File: src/rtl/input_debounce_pkg.sv
// rtl/input_debounce_pkg.sv - shared types and helpers for the input_debounce filter
package input_debounce_pkg;

  typedef enum logic {
    DB_STABLE   = 1'b0,
    DB_SETTLING = 1'b1
  } db_state_t;

  // True when a non-negative value is representable in an unsigned counter of the given width.
  function automatic bit cnt_fits(int val, int width);
    if (width >= 31) return 1'b1;
    return val < (1 << width);
  endfunction

endpackage

File: src/rtl/input_debounce_ch.sv
// rtl/input_debounce_ch.sv - single-bit debounce channel (module debounce_ch): settle FSM,
// stability counter and, with INPUT_DEBOUNCE_REPEAT_EN, an auto-repeat counter.
module debounce_ch
  import input_debounce_pkg::*;
#(
  parameter int   STABLE_CYC = 4,
  parameter int   CNT_W      = 16,
  parameter logic RESET_BIT  = 1'b0
`ifdef INPUT_DEBOUNCE_REPEAT_EN
  ,
  parameter int   REPEAT_DLY  = 8,
  parameter int   REPEAT_RATE = 4
`endif
) (
  input  logic clk,
  input  logic reset_n,
  input  logic tick,
  input  logic i,
  output logic o,
  output logic rise,
  output logic fall,
  output logic rep
);

  localparam logic [CNT_W-1:0] CNT_LAST = CNT_W'(STABLE_CYC - 1);

  db_state_t        state, state_n;
  logic [CNT_W-1:0] cnt, cnt_n;
  logic             accept;
  logic             o_n, rise_n, fall_n;
  logic             differ;

  assign differ = (i != o);

  always_ff @(posedge clk or negedge reset_n) begin
    if (!reset_n) begin
      state <= DB_STABLE;
      cnt   <= '0;
      o     <= RESET_BIT;
      rise  <= 1'b0;
      fall  <= 1'b0;
    end else begin
      state <= state_n;
      cnt   <= cnt_n;
      o     <= o_n;
      rise  <= rise_n;
      fall  <= fall_n;
    end
  end

  // cnt counts consecutive differing ticks already seen; the STABLE_CYC-th one commits.
  always_comb begin
    state_n = state;
    cnt_n   = cnt;
    accept  = 1'b0;
    if (tick) begin
      case (state)
        DB_STABLE: begin
          if (differ) begin
            if (STABLE_CYC == 1) begin
              accept = 1'b1;
            end else begin
              state_n = DB_SETTLING;
              cnt_n   = CNT_W'(1);
            end
          end
        end
        DB_SETTLING: begin
          if (!differ) begin
            state_n = DB_STABLE;
            cnt_n   = '0;
          end else if (cnt == CNT_LAST) begin
            accept  = 1'b1;
            state_n = DB_STABLE;
            cnt_n   = '0;
          end else begin
            cnt_n = cnt + CNT_W'(1);
          end
        end
        default: begin
          state_n = DB_STABLE;
          cnt_n   = '0;
        end
      endcase
    end
  end

  always_comb begin
    o_n    = accept ? i : o;
    rise_n = accept & i;
    fall_n = accept & ~i;
  end

`ifdef INPUT_DEBOUNCE_REPEAT_EN
  logic [CNT_W-1:0] rcnt, rcnt_inc, rthr;
  logic             rfirst_done;
  logic             rep_q;

  // First period is REPEAT_DLY ticks from the rise, later periods REPEAT_RATE ticks.
  assign rcnt_inc = rcnt + CNT_W'(1);
  assign rthr     = rfirst_done ? CNT_W'(REPEAT_RATE) : CNT_W'(REPEAT_DLY);

  always_ff @(posedge clk or negedge reset_n) begin
    if (!reset_n) begin
      rcnt        <= '0;
      rfirst_done <= 1'b0;
      rep_q       <= 1'b0;
    end else begin
      rep_q <= 1'b0;
      if (!o || fall_n) begin
        rcnt        <= '0;
        rfirst_done <= 1'b0;
      end else if (tick) begin
        if (rcnt_inc == rthr) begin
          rep_q       <= 1'b1;
          rcnt        <= '0;
          rfirst_done <= 1'b1;
        end else begin
          rcnt <= rcnt_inc;
        end
      end
    end
  end

  assign rep = rep_q;
`else
  assign rep = 1'b0;
`endif

endmodule

File: src/rtl/input_debounce.sv
// rtl/input_debounce.sv - per-bit debounce with press/release pulses, shared sample prescaler;
// auto-repeat pulses are built only when INPUT_DEBOUNCE_REPEAT_EN is defined.
module input_debounce
  import input_debounce_pkg::*;
#(
  parameter int               WIDTH       = 16,
  parameter int               PRESCALE    = 1,
  parameter int               STABLE_CYC  = 4,
  parameter int               CNT_W       = 16,
  parameter logic [WIDTH-1:0] RESET_VAL   = '0,
  parameter int               REPEAT_DLY  = 8,
  parameter int               REPEAT_RATE = 4
) (
  input  logic             clk,
  input  logic             reset_n,
  input  logic [WIDTH-1:0] i,
  output logic [WIDTH-1:0] o,
  output logic [WIDTH-1:0] rise,
  output logic [WIDTH-1:0] fall,
  output logic [WIDTH-1:0] rep
);

  if (STABLE_CYC < 1) begin : g_chk_stable
    $error("input_debounce: STABLE_CYC must be >= 1");
  end
  if (PRESCALE < 1) begin : g_chk_prescale
    $error("input_debounce: PRESCALE must be >= 1");
  end
  if (REPEAT_RATE < 1 || REPEAT_DLY < 1) begin : g_chk_repeat
    $error("input_debounce: REPEAT_DLY and REPEAT_RATE must be >= 1");
  end
  if (!cnt_fits(STABLE_CYC, CNT_W) || !cnt_fits(REPEAT_DLY, CNT_W) ||
      !cnt_fits(REPEAT_RATE, CNT_W)) begin : g_chk_cnt_w
    $error("input_debounce: CNT_W too narrow for STABLE_CYC/REPEAT_DLY/REPEAT_RATE");
  end

  logic tick;

  if (PRESCALE == 1) begin : g_no_prescale
    assign tick = 1'b1;
  end else begin : g_prescale
    localparam int PS_W = $clog2(PRESCALE);
    localparam logic [PS_W-1:0] PS_LAST = PS_W'(PRESCALE - 1);
    logic [PS_W-1:0] ps_cnt;

    always_ff @(posedge clk or negedge reset_n) begin
      if (!reset_n) begin
        ps_cnt <= '0;
      end else if (ps_cnt == PS_LAST) begin
        ps_cnt <= '0;
      end else begin
        ps_cnt <= ps_cnt + PS_W'(1);
      end
    end

    assign tick = (ps_cnt == PS_LAST);
  end

  for (genvar g = 0; g < WIDTH; g++) begin : g_ch
    debounce_ch #(
      .STABLE_CYC (STABLE_CYC),
      .CNT_W      (CNT_W),
      .RESET_BIT  (RESET_VAL[g])
`ifdef INPUT_DEBOUNCE_REPEAT_EN
      ,
      .REPEAT_DLY (REPEAT_DLY),
      .REPEAT_RATE(REPEAT_RATE)
`endif
    ) u_ch (
      .clk    (clk),
      .reset_n(reset_n),
      .tick   (tick),
      .i      (i[g]),
      .o      (o[g]),
      .rise   (rise[g]),
      .fall   (fall[g]),
      .rep    (rep[g])
    );
  end

endmodule

File: config.mk
export PLATFORM = sky130hd
export DESIGN_NAME = input_debounce
export DESIGN_NICKNAME = d
export VERILOG_FILES = /design/src/rtl/input_debounce_pkg.sv /design/src/rtl/input_debounce_ch.sv /design/src/rtl/input_debounce.sv
export SDC_FILE = /design/constraint.sdc
export NUM_CORES = 1
export LEC_CHECK = 0
export ABC_AREA = 0
export CAP_MARGIN = 5
export CORE_AREA = 2 2 147 221
export DETAILED_ROUTE_END_ITERATION = 12
export DIE_AREA = 0 0 149 223
export HOLD_SLACK_MARGIN = 0.05
export PLACE_DENSITY = 0.82
export REMOVE_ABC_BUFFERS = 1
export SYNTH_ARGS = -nofsm -noshare
export SYNTH_HDL_FRONTEND = slang
export SYNTH_SLANG_ARGS = --single-unit
File: constraint.sdc
create_clock -name clk -period 2 [get_ports clk]
set_input_delay 0.4 -clock clk [delete_from_list [all_inputs] [get_ports clk]]
set_output_delay 0.4 -clock clk [all_outputs]
set_load 0.02 [all_outputs]
======== Yosys cells after proc, flatten, opt, wreduce, memory -nomap -nowiden ========
Index checks and enable logic that the tools add are counted.
W data, S select, Z words.
storage, ports and cells
  bits in registers ....................... 320
  latch bits .............................. 0
  bits in writable memories ............... 0
  bits in read-only memories .............. 0
  input bits .............................. 18
  output and inout port bits .............. 64
  logic and storage cells ................. 384
  memories kept ........................... 0
operators by class
  add/subtract/negate cells ............... 16
  multiply operators ...................... 0
  div/mod/pow operators ................... 0
  magnitude comparators ................... 0
  equal/unequal tests ..................... 48
  shifts and indexed selects .............. 0
  muxes and demuxes ....................... 176
  bitwise gates (word level) .............. 64
  reduce and logical (&&, ||, !) cells .... 0
operators by type and width
  cell                     number
  $mux W16                 48
  $pmux W16 S2             16
  $add A16 B1 Y16 const B  16
  $eq A16 B2 Y1 const B    16
  $mux W1                  96
  $and A1 B1 Y1            32
  $ne A2 B1 Y1 const B     16
  $not A1 Y1               32
  $pmux W1 S2              16
  $ne A1 B1 Y1             16

======== Depth between registers and ports, before layout ========
Gate-level depths: netlist of the first run.
  depth in word-level cells ............... 5
  mapped depth ............................ 9
  mapped depth without buffers ............ 6

======== Modules after synthesis ========
Synthesis of the first run repeated with hierarchy kept, for this count alone.
unflattened totals
  cell total of the unflattened synthesis .. 1983
  area, all modules ....................... 19135.9 sq um
by module, submodules not included
  module                           instances  cells each  area each (sq um)  sequential area each (sq um)
  debounce_ch at g_ch[0].u_ch ...  14         124         1192.4             500.5
  debounce_ch at g_ch[9].u_ch      1          124         1236.2             500.5
  debounce_ch at g_ch[8].u_ch      1          122         1202.4             500.5
  input_debounce                   1          1           3.8                0.0

======== Worst setup path before layout of the first run ========
No wires, ideal clock.
  path kind ............................... register to register
  start point ............................. register g_ch[2].u_ch.cnt[0]
  end point ............................... register g_ch[2].u_ch.cnt[15]
  setup time .............................. 0.069 ns
  arrival ................................. 1.867 ns
  data required time ...................... 1.931 ns
  slack ................................... 0.064 ns
  cell stages (with the launch flop) ...... 8
  buffers on the path ..................... 1
  period minus slack after synthesis ...... 1.936 ns
  cell sequence ........................... dfrtp_1 > ha_1 > nor4b_1 > and4_1 > buf_6 > or2_4 > or4_1 > nand3_1
on the way
  word-level cells in the longest chain between the ends .. 4
  elaborated cells between the ends (all ways) .. 5
  those cells by class .................... add/sub (1); eq/ne (1); mux (3)
ends and longest elaborated chain
  element                                           line                                              text
  from (decl)                                       input_debounce_ch.sv:28                           logic [CNT_W-1:0] cnt, cnt_n;
  from (signal assigned)                            input_debounce_ch.sv:44                           cnt <= cnt_n;
  $add A16 B1 Y16 or $eq A16 B2 Y1 (tied branches)  input_debounce_ch.sv:77, input_debounce_ch.sv:72
  $mux W16 *                                        input_debounce_ch.sv:72                           end else if (cnt == CNT_LAST) begin
  $mux W16 *                                        input_debounce_ch.sv:69                           if (!differ) begin
  $pmux W16 S2 *                                    input_debounce_ch.sv:57                           case (state)
Mark *: on every way between the ends. The rest lies on a longest branch, timed or not.
A chain may end at the register's enable or synchronous reset.

======== Worst setup path in the final report of the first run ========
  start point ............................. register g_ch[10].u_ch.o
  end point ............................... output o[10]
RTL lines
  element                 line                     text
  from (decl)             input_debounce_ch.sv:19  output logic o,
  from (signal assigned)  input_debounce_ch.sv:45  o <= o_n;
  to (decl)               input_debounce.sv:17     output logic [WIDTH-1:0] o,
No word-level cell between the ends.

==> results.ini, run 1 <==
[place]
portBuffers = 65
detailed_place_hpwl_microns = 25700
dp.cells = 2374
gp_congestion = 0.863

[logic_synthesis]
seq_area_frac_synth = 0.469
synth_cells = 1883
yosysTopAreaCell = dfrtp_1
synth_seq_cells = 320
synthArstFlopShare = 1.00
synthTopCellsByCount = dfrtp_1, nand2_1, nand3_1
syn_avg_cell_area_sq_um = 9.06
post_synth_num_cell_types = 61
ys.flop_type = dfrtp_1
netlist.area_leader.share = 0.469
synth.most_common_cell = dfrtp_1
synth_warnings = 0
syn_area_sq_mm = 0.0171
synth-edff-count = 0
synth_area_leaders = dfrtp_1, a31oi_1, nand3_1, nand2_1, a21oi_1

[sta]
clock_skew_ps = 20.4
period_minus_slack_ps = 1950
maxSlewHeadroom = 0.523
finalMaxSlewViolations = 0
setup_viol_count_final = 0
max_freq_mhz = 513
hold_violations = 0
worstMarginPinSlew_ps = 712
fin_crit_sh = 0.975
fin_setup_tns_ps = 0

[global_routing]
globalRouteOverflowTotal = 0
grt_antenna_before_repair = 0
grt_pass1_vias = 14700
grt_max_degree = 63
grt.total_usage = 0.227
grt_pass1_wl_microns = 65100

[critical_path]
cp_top_family = buffers and inverters
cp.required_ps = 1600
path_cells = clkdlybuf4s50_1
ff2ff_setup_slack_ps = 70
crit_arrival_ps = 1550
crit_slowest_cell = clkdlybuf4s50_1
cpPeakStageDelay_ps = 630
end_kind = output port
crit_path_max_fanout = 5
worst-path-buf-inv = 1
cp-start-kind = flip-flop
worstSetupPathType = flip-flop to output port

[power]
p_int_w = 0.0149
ir_worst_vdd_mv = 0.979
power_frac_clock = 0.271
swShare = 0.358
pwr-share-comb = 0.382
power_w = 0.0232
seqPwrFrac = 0.347
p_per_area_mw_per_mm2 = 1160
p_sw_w = 0.00829
p_leak_nw = 8.50

[flow_run]
maxCapViolations = 0

[clock_network]
clk_pin_slew_ps = 70
cts_buffers = 34
cts-root-buf = clkbuf_16
cts_buffer_depth = 3
cts_tree = done
clock_latency_ps = 530
clock_sinks = 320
h-tree-depth = 2

[outcome]
outcome = complete, no violations

[die]
num_rows = 80
start_util = 0.543
fp.dieArea_sq_mm = 0.0332
die_w_microns = 149
fp.coreArea_sq_mm = 0.0314
pin_count = 82
fp.dieH_microns = 223

[worst_hold_path]
min_path_type = input port to asynchronous set/reset pin

[layout]
areaGrowthSynthToFinish_pct = 16.8
final_cells = 2435
fin_nets = 2038
n_antenna_cell = 0
drive_gt1_frac = 0.139

[route]
viasPerCell = 6.10
drc = 0
first_iter_violations = 848
ant_nets = 0
routed-via-count = 14900
routed_wirelength_microns = 37500
avgRoutedWirePerCell_microns = 15.4
firstDrtPassIters = 7

-- area by class of cell --
| cell class | instances | area, sq um |
|---|---|---|
| tap | 410 | 513 |
| fill | 2574 | 11500 |
| multi-input combinational | 1382 | 8150 |
| sequential | 320 | 8010 |
| clock inverter | 9 | 76.3 |
| timing repair buffer | 203 | 1900 |
| clock buffer | 48 | 1040 |
| inverter | 63 | 236 |
-- worst paths after layout --
check                                      startpoint                     to  cells past startpoint
worst max-delay path                  g_ch[10].u_ch.o                  o[10]                      1
worst min-delay path                          reset_n        g_ch[12].u_ch.o                      2
worst max register to register    g_ch[2].u_ch.cnt[0]   g_ch[2].u_ch.cnt[15]                      6
worst min register to register  g_ch[12].u_ch.cnt[15]  g_ch[12].u_ch.cnt[15]                      1
max in group asynchronous                     reset_n   g_ch[7].u_ch.cnt[10]                      3
min in group clk                g_ch[12].u_ch.cnt[15]  g_ch[12].u_ch.cnt[15]                      1
-- cells in the final DEF, fill, tap and decap left out, types with 14 or more instances in the layout --
cell and n:
nor2_1 112, or2_2 26, a31oi_1 119, buf_12 14, a21oi_1 134, and2_1 14
and3_1 31, a21o_1 31, nor3_1 52, or3_1 42, nand3_1 142, buf_4 122
mux2i_1 19, nand2_1 181, nor3b_1 48, a22o_1 37, inv_1 63, nor4_1 44
a41oi_1 23, mux2_2 17, xor2_1 17, clkbuf_16 37, conb_1 16, dfrtp_1 320
o21ai_0 112, clkdlybuf4s50_1 51, nand4_1 39
-- registers in the layout (all words and copies together), names as in the netlist --
| signal | cells |
|---|---|
| g_ch.u_ch.fall | 16 |
| g_ch.u_ch.state | 16 |
| g_ch.u_ch.cnt | 256 |
| g_ch.u_ch.o | 16 |
| g_ch.u_ch.rise | 16 |
-- what timing repair did --
item / in CTS / in global routing
resized for setup: 3 / 35
endpoints found under the hold margin: 37 / 0
pin swaps: 0 / 6
endpoints found under the setup margin: 5 / 71
setup buffers: 0 / 3
hold buffers: 1 / 0
-- metal layers --
metal  GRT usage  part of all wire  up-vias
met5           0                 0        -
met4      0.0903             0.028        0
met3      0.0344             0.041      103
met2       0.414              0.53      411
met1       0.265              0.40     7203
li1            -                 -     7142
-- power by group through the flow --
stage / Sequential (W) / Combinational [W] / Clock (W)
after floorplan: 0.00827 / 0.00481 / 0
after global placement: 0.00806 / 0.00836 / 0
after detailed placement: 0.00812 / 0.00868 / 0
after CTS: 0.00802 / 0.00873 / 0.00645
after global routing: 0.00816 / 0.00982 / 0.00668
final: 0.00803 / 0.00886 / 0.00628
-- kinds of logic after synthesis --
| family | after synthesis | share of synthesized area |
|---|---|---|
| XOR/XNOR | 18 | 0.00924 |
| flip-flops | 320 | 0.469 |
| AND/OR/NAND/NOR | 803 | 0.247 |
| multiplexers | 36 | 0.0224 |
| buffers and inverters | 196 | 0.0615 |
| AO/OA/AOI/OAI | 493 | 0.178 |
| adder cells (fa/ha/maj) | 16 | 0.0117 |
| other | 1 | 0.000220 |
-- metrics by stage --
step	util	cell area, sq um	hold WS (ps)	worst slack, ps
global route	0.634	19900	388	-54.0
detailed placement	0.593	18600	324	-198
floorplan	-	16300	104	-187
global placement	0.593	18600	324	-158
finish	0.634	19900	356	50.3
CTS	0.629	19800	355	3.19
Note: power is estimated with default switching activity, not from simulation.
==> run 2, diff against run 1 <==
--- a/config.mk
+++ b/config.mk
@@ -7,10 +7,9 @@
 export LEC_CHECK = 0
 export ABC_AREA = 0
 export CAP_MARGIN = 5
-export CORE_AREA = 2 2 147 221
+export CORE_AREA = 5 5 150 224
 export DETAILED_ROUTE_END_ITERATION = 12
-export DIE_AREA = 0 0 149 223
-export HOLD_SLACK_MARGIN = 0.05
+export DIE_AREA = 0 0 155 229
 export PLACE_DENSITY = 0.82
 export REMOVE_ABC_BUFFERS = 1
 export SYNTH_ARGS = -nofsm -noshare
==> results.ini, run 2 (same netlist as run 1, synthesis figures left out) <==
[critical_path]
crit_path_max_fanout = 1  ; -4
path_cells = clkdlybuf4s50_1
cpPeakStageDelay_ps = 610  ; -20 ps
worstSetupPathType = flip-flop to output port
worst-path-buf-inv = 1  ; unchanged
crit_start = g_ch[15].u_ch.rise
cp.required_ps = 1600  ; about the same
r2r-start = g_ch[10].u_ch.cnt[6]
crit_slowest_cell = clkdlybuf4s50_1
crit_arrival_ps = 1530  ; -20 ps
end_kind = output port
cp-start-kind = flip-flop
cp_top_family = buffers and inverters

[die]
num_rows = 80  ; unchanged
pin_count = 82  ; unchanged
fp.coreArea_sq_mm = 0.0315  ; +0.32%
fp.dieH_microns = 229  ; +2.7%
start_util = 0.541  ; -0.00172
fp.dieArea_sq_mm = 0.0355  ; +6.8%
die_w_microns = 155  ; +4.0%

[clock_network]
cts_tree = done
cts-root-buf = clkbuf_16
cts_buffer_depth = 3  ; unchanged
clk_pin_slew_ps = 70  ; about the same
clock_sinks = 320  ; unchanged
h-tree-depth = 1  ; -1
clock_latency_ps = 580  ; +50 ps
cts_buffers = 31  ; -8.8%

[route]
top_layer = met4
wl_met3_microns = 1480  ; -2.8%
routed_wirelength_microns = 37400  ; -0.44%
wl_met1_microns = 14900  ; -0.83%
ant_nets = 0  ; unchanged
first_iter_violations = 1010  ; +19%
wl_met2_microns = 20000  ; +0.38%
drc = 0  ; unchanged
firstDrtPassIters = 6  ; -1
routed-via-count = 14800  ; -0.60%
viasPerCell = 6.06  ; -0.68%
avgRoutedWirePerCell_microns = 15.3  ; -0.52%

[power]
seqPwrFrac = 0.349  ; +0.002
ir_worst_vdd_mv = 1.17  ; +20%
power_frac_clock = 0.273  ; +0.002
power_w = 0.0230  ; -0.63%
p_leak_nw = 8.40  ; -1.2%
p_per_area_mw_per_mm2 = 1160  ; about the same
swShare = 0.361  ; +0.00350
p_int_w = 0.0147  ; -1.2%
p_sw_w = 0.00832  ; +0.34%
pwr-share-comb = 0.378  ; -0.004

[sta]
maxSlewHeadroom = 0.494  ; -0.0288
setup_viol_count_final = 0  ; unchanged
worstMarginPinSlew_ps = 756  ; +43.1 ps
fin_setup_tns_ps = 0  ; unchanged
finalMaxSlewViolations = 0  ; unchanged
hold_violations = 0  ; unchanged
max_freq_mhz = 519  ; +1.2%
fin_crit_sh = 0.963  ; -0.0114
rsz0062_at_grt = no
clock_skew_ps = 19.7  ; -0.694 ps
period_minus_slack_ps = 1930  ; -22.7 ps
fin_hold_ws_ps = 322  ; -34.7 ps

[global_routing]
grt.total_usage = 0.208  ; -0.0190
globalRouteOverflowTotal = 0  ; unchanged
grt_antenna_before_repair = 0  ; unchanged
grt_pass1_wl_microns = 65100  ; about the same
grt_pass1_vias = 14900  ; +0.99%
grt_max_degree = 68  ; +7.9%

[flow_run]
maxCapViolations = 0  ; unchanged

[layout]
fin_nets = 2037  ; -0.049%
final_common_cell = dfrtp_1
drive_gt1_frac = 0.139  ; about the same
largest_register_ffs = 256  ; unchanged
mostFrequentLayoutCells = dfrtp_1, nand2_1, nand3_1
areaGrowthSynthToFinish_pct = 16.1
n_antenna_cell = 0  ; unchanged
regMostFlops = g_ch.u_ch.cnt
final_cells = 2437  ; +0.082%

[place]
detailed_place_hpwl_microns = 26200  ; +2.0%
gp_congestion = 0.888  ; +2.9%
portBuffers = 65  ; unchanged
dp.cells = 2378  ; +0.17%

[outcome]
outcome = complete, no violations

[worst_hold_path]
min_path_type = input port to asynchronous set/reset pin

[run 2: cell types whose count changed in the layout (fill, tap and decap cells not counted), sizes merged, moves of 4 or more]
cell           delta
clkinvlp          +4
dlymetal6s2s     -10
clkbuf            -9
dlygate4sd2      +14
clkdlybuf4s50     -4
bufinv            +4
[run 2: worst paths after layout]
check / to / slack [ps] / depth (start not counted)
min: g_ch[13].u_ch.cnt[1] / 320 / 2
min reg2reg: g_ch[7].u_ch.cnt[15] / 500 / 1
min in group clk: g_ch[1].u_ch.fall / 450 / 2
max in group asynchronous: g_ch[4].u_ch.o / 980 / 3
max reg2reg: g_ch[10].u_ch.cnt[3] / 80 / 6
max: rise[15] / 70 / 1
[run 2: layout make-up]
type | instances | area, sq um
inverter | 63 | 236
fill | 2502 | 11700
clock inverter | 18 | 239
clock buffer | 39 | 866
multi-input combinational | 1382 | 8130
sequential | 320 | 8010
timing repair buffer | 205 | 1820
tap | 410 | 513
[run 2: layer usage]
metal | vias to the layer above | global-route usage
li1 | 7136 | -
met1 | 7172 | 0.239
met2 | 371 | 0.389
met3 | 91 | 0.0264
met4 | 0 | 0.0790
met5 | - | 0
[run 2: through the flow]
| stage | instance area [sq um] | setup WS (ps) | util |
|---|---|---|---|
| global placement | 18600 | -127 | 0.591 |
| finish | 19800 | 73.1 | 0.628 |
| floorplan | 16300 | -187 | - |
| detailed placement | 18600 | -174 | 0.591 |
| CTS | 19700 | 27.3 | 0.626 |
| global route | 19800 | 3.27 | 0.628 |
[run 2: timing repair]
action | CTS | global route
setup buffers | 0 | 1
hold buffers | 1 | 0
endpoints found under the hold margin | 37 | 0
endpoints found under the setup margin | 18 | 56
gates resized for setup | 17 | 19
pin swaps | 0 | 3
[run 2: power groups by stage]
stage	Combinational [W]	Clock, W	Sequential [W]
floorplan	0.00481	0	0.00827
global placement	0.00832	0	0.00807
detailed placement	0.00865	0	0.00813
CTS	0.00861	0.00645	0.00801
global route	0.00966	0.00671	0.00816
finish	0.00870	0.00629	0.00803
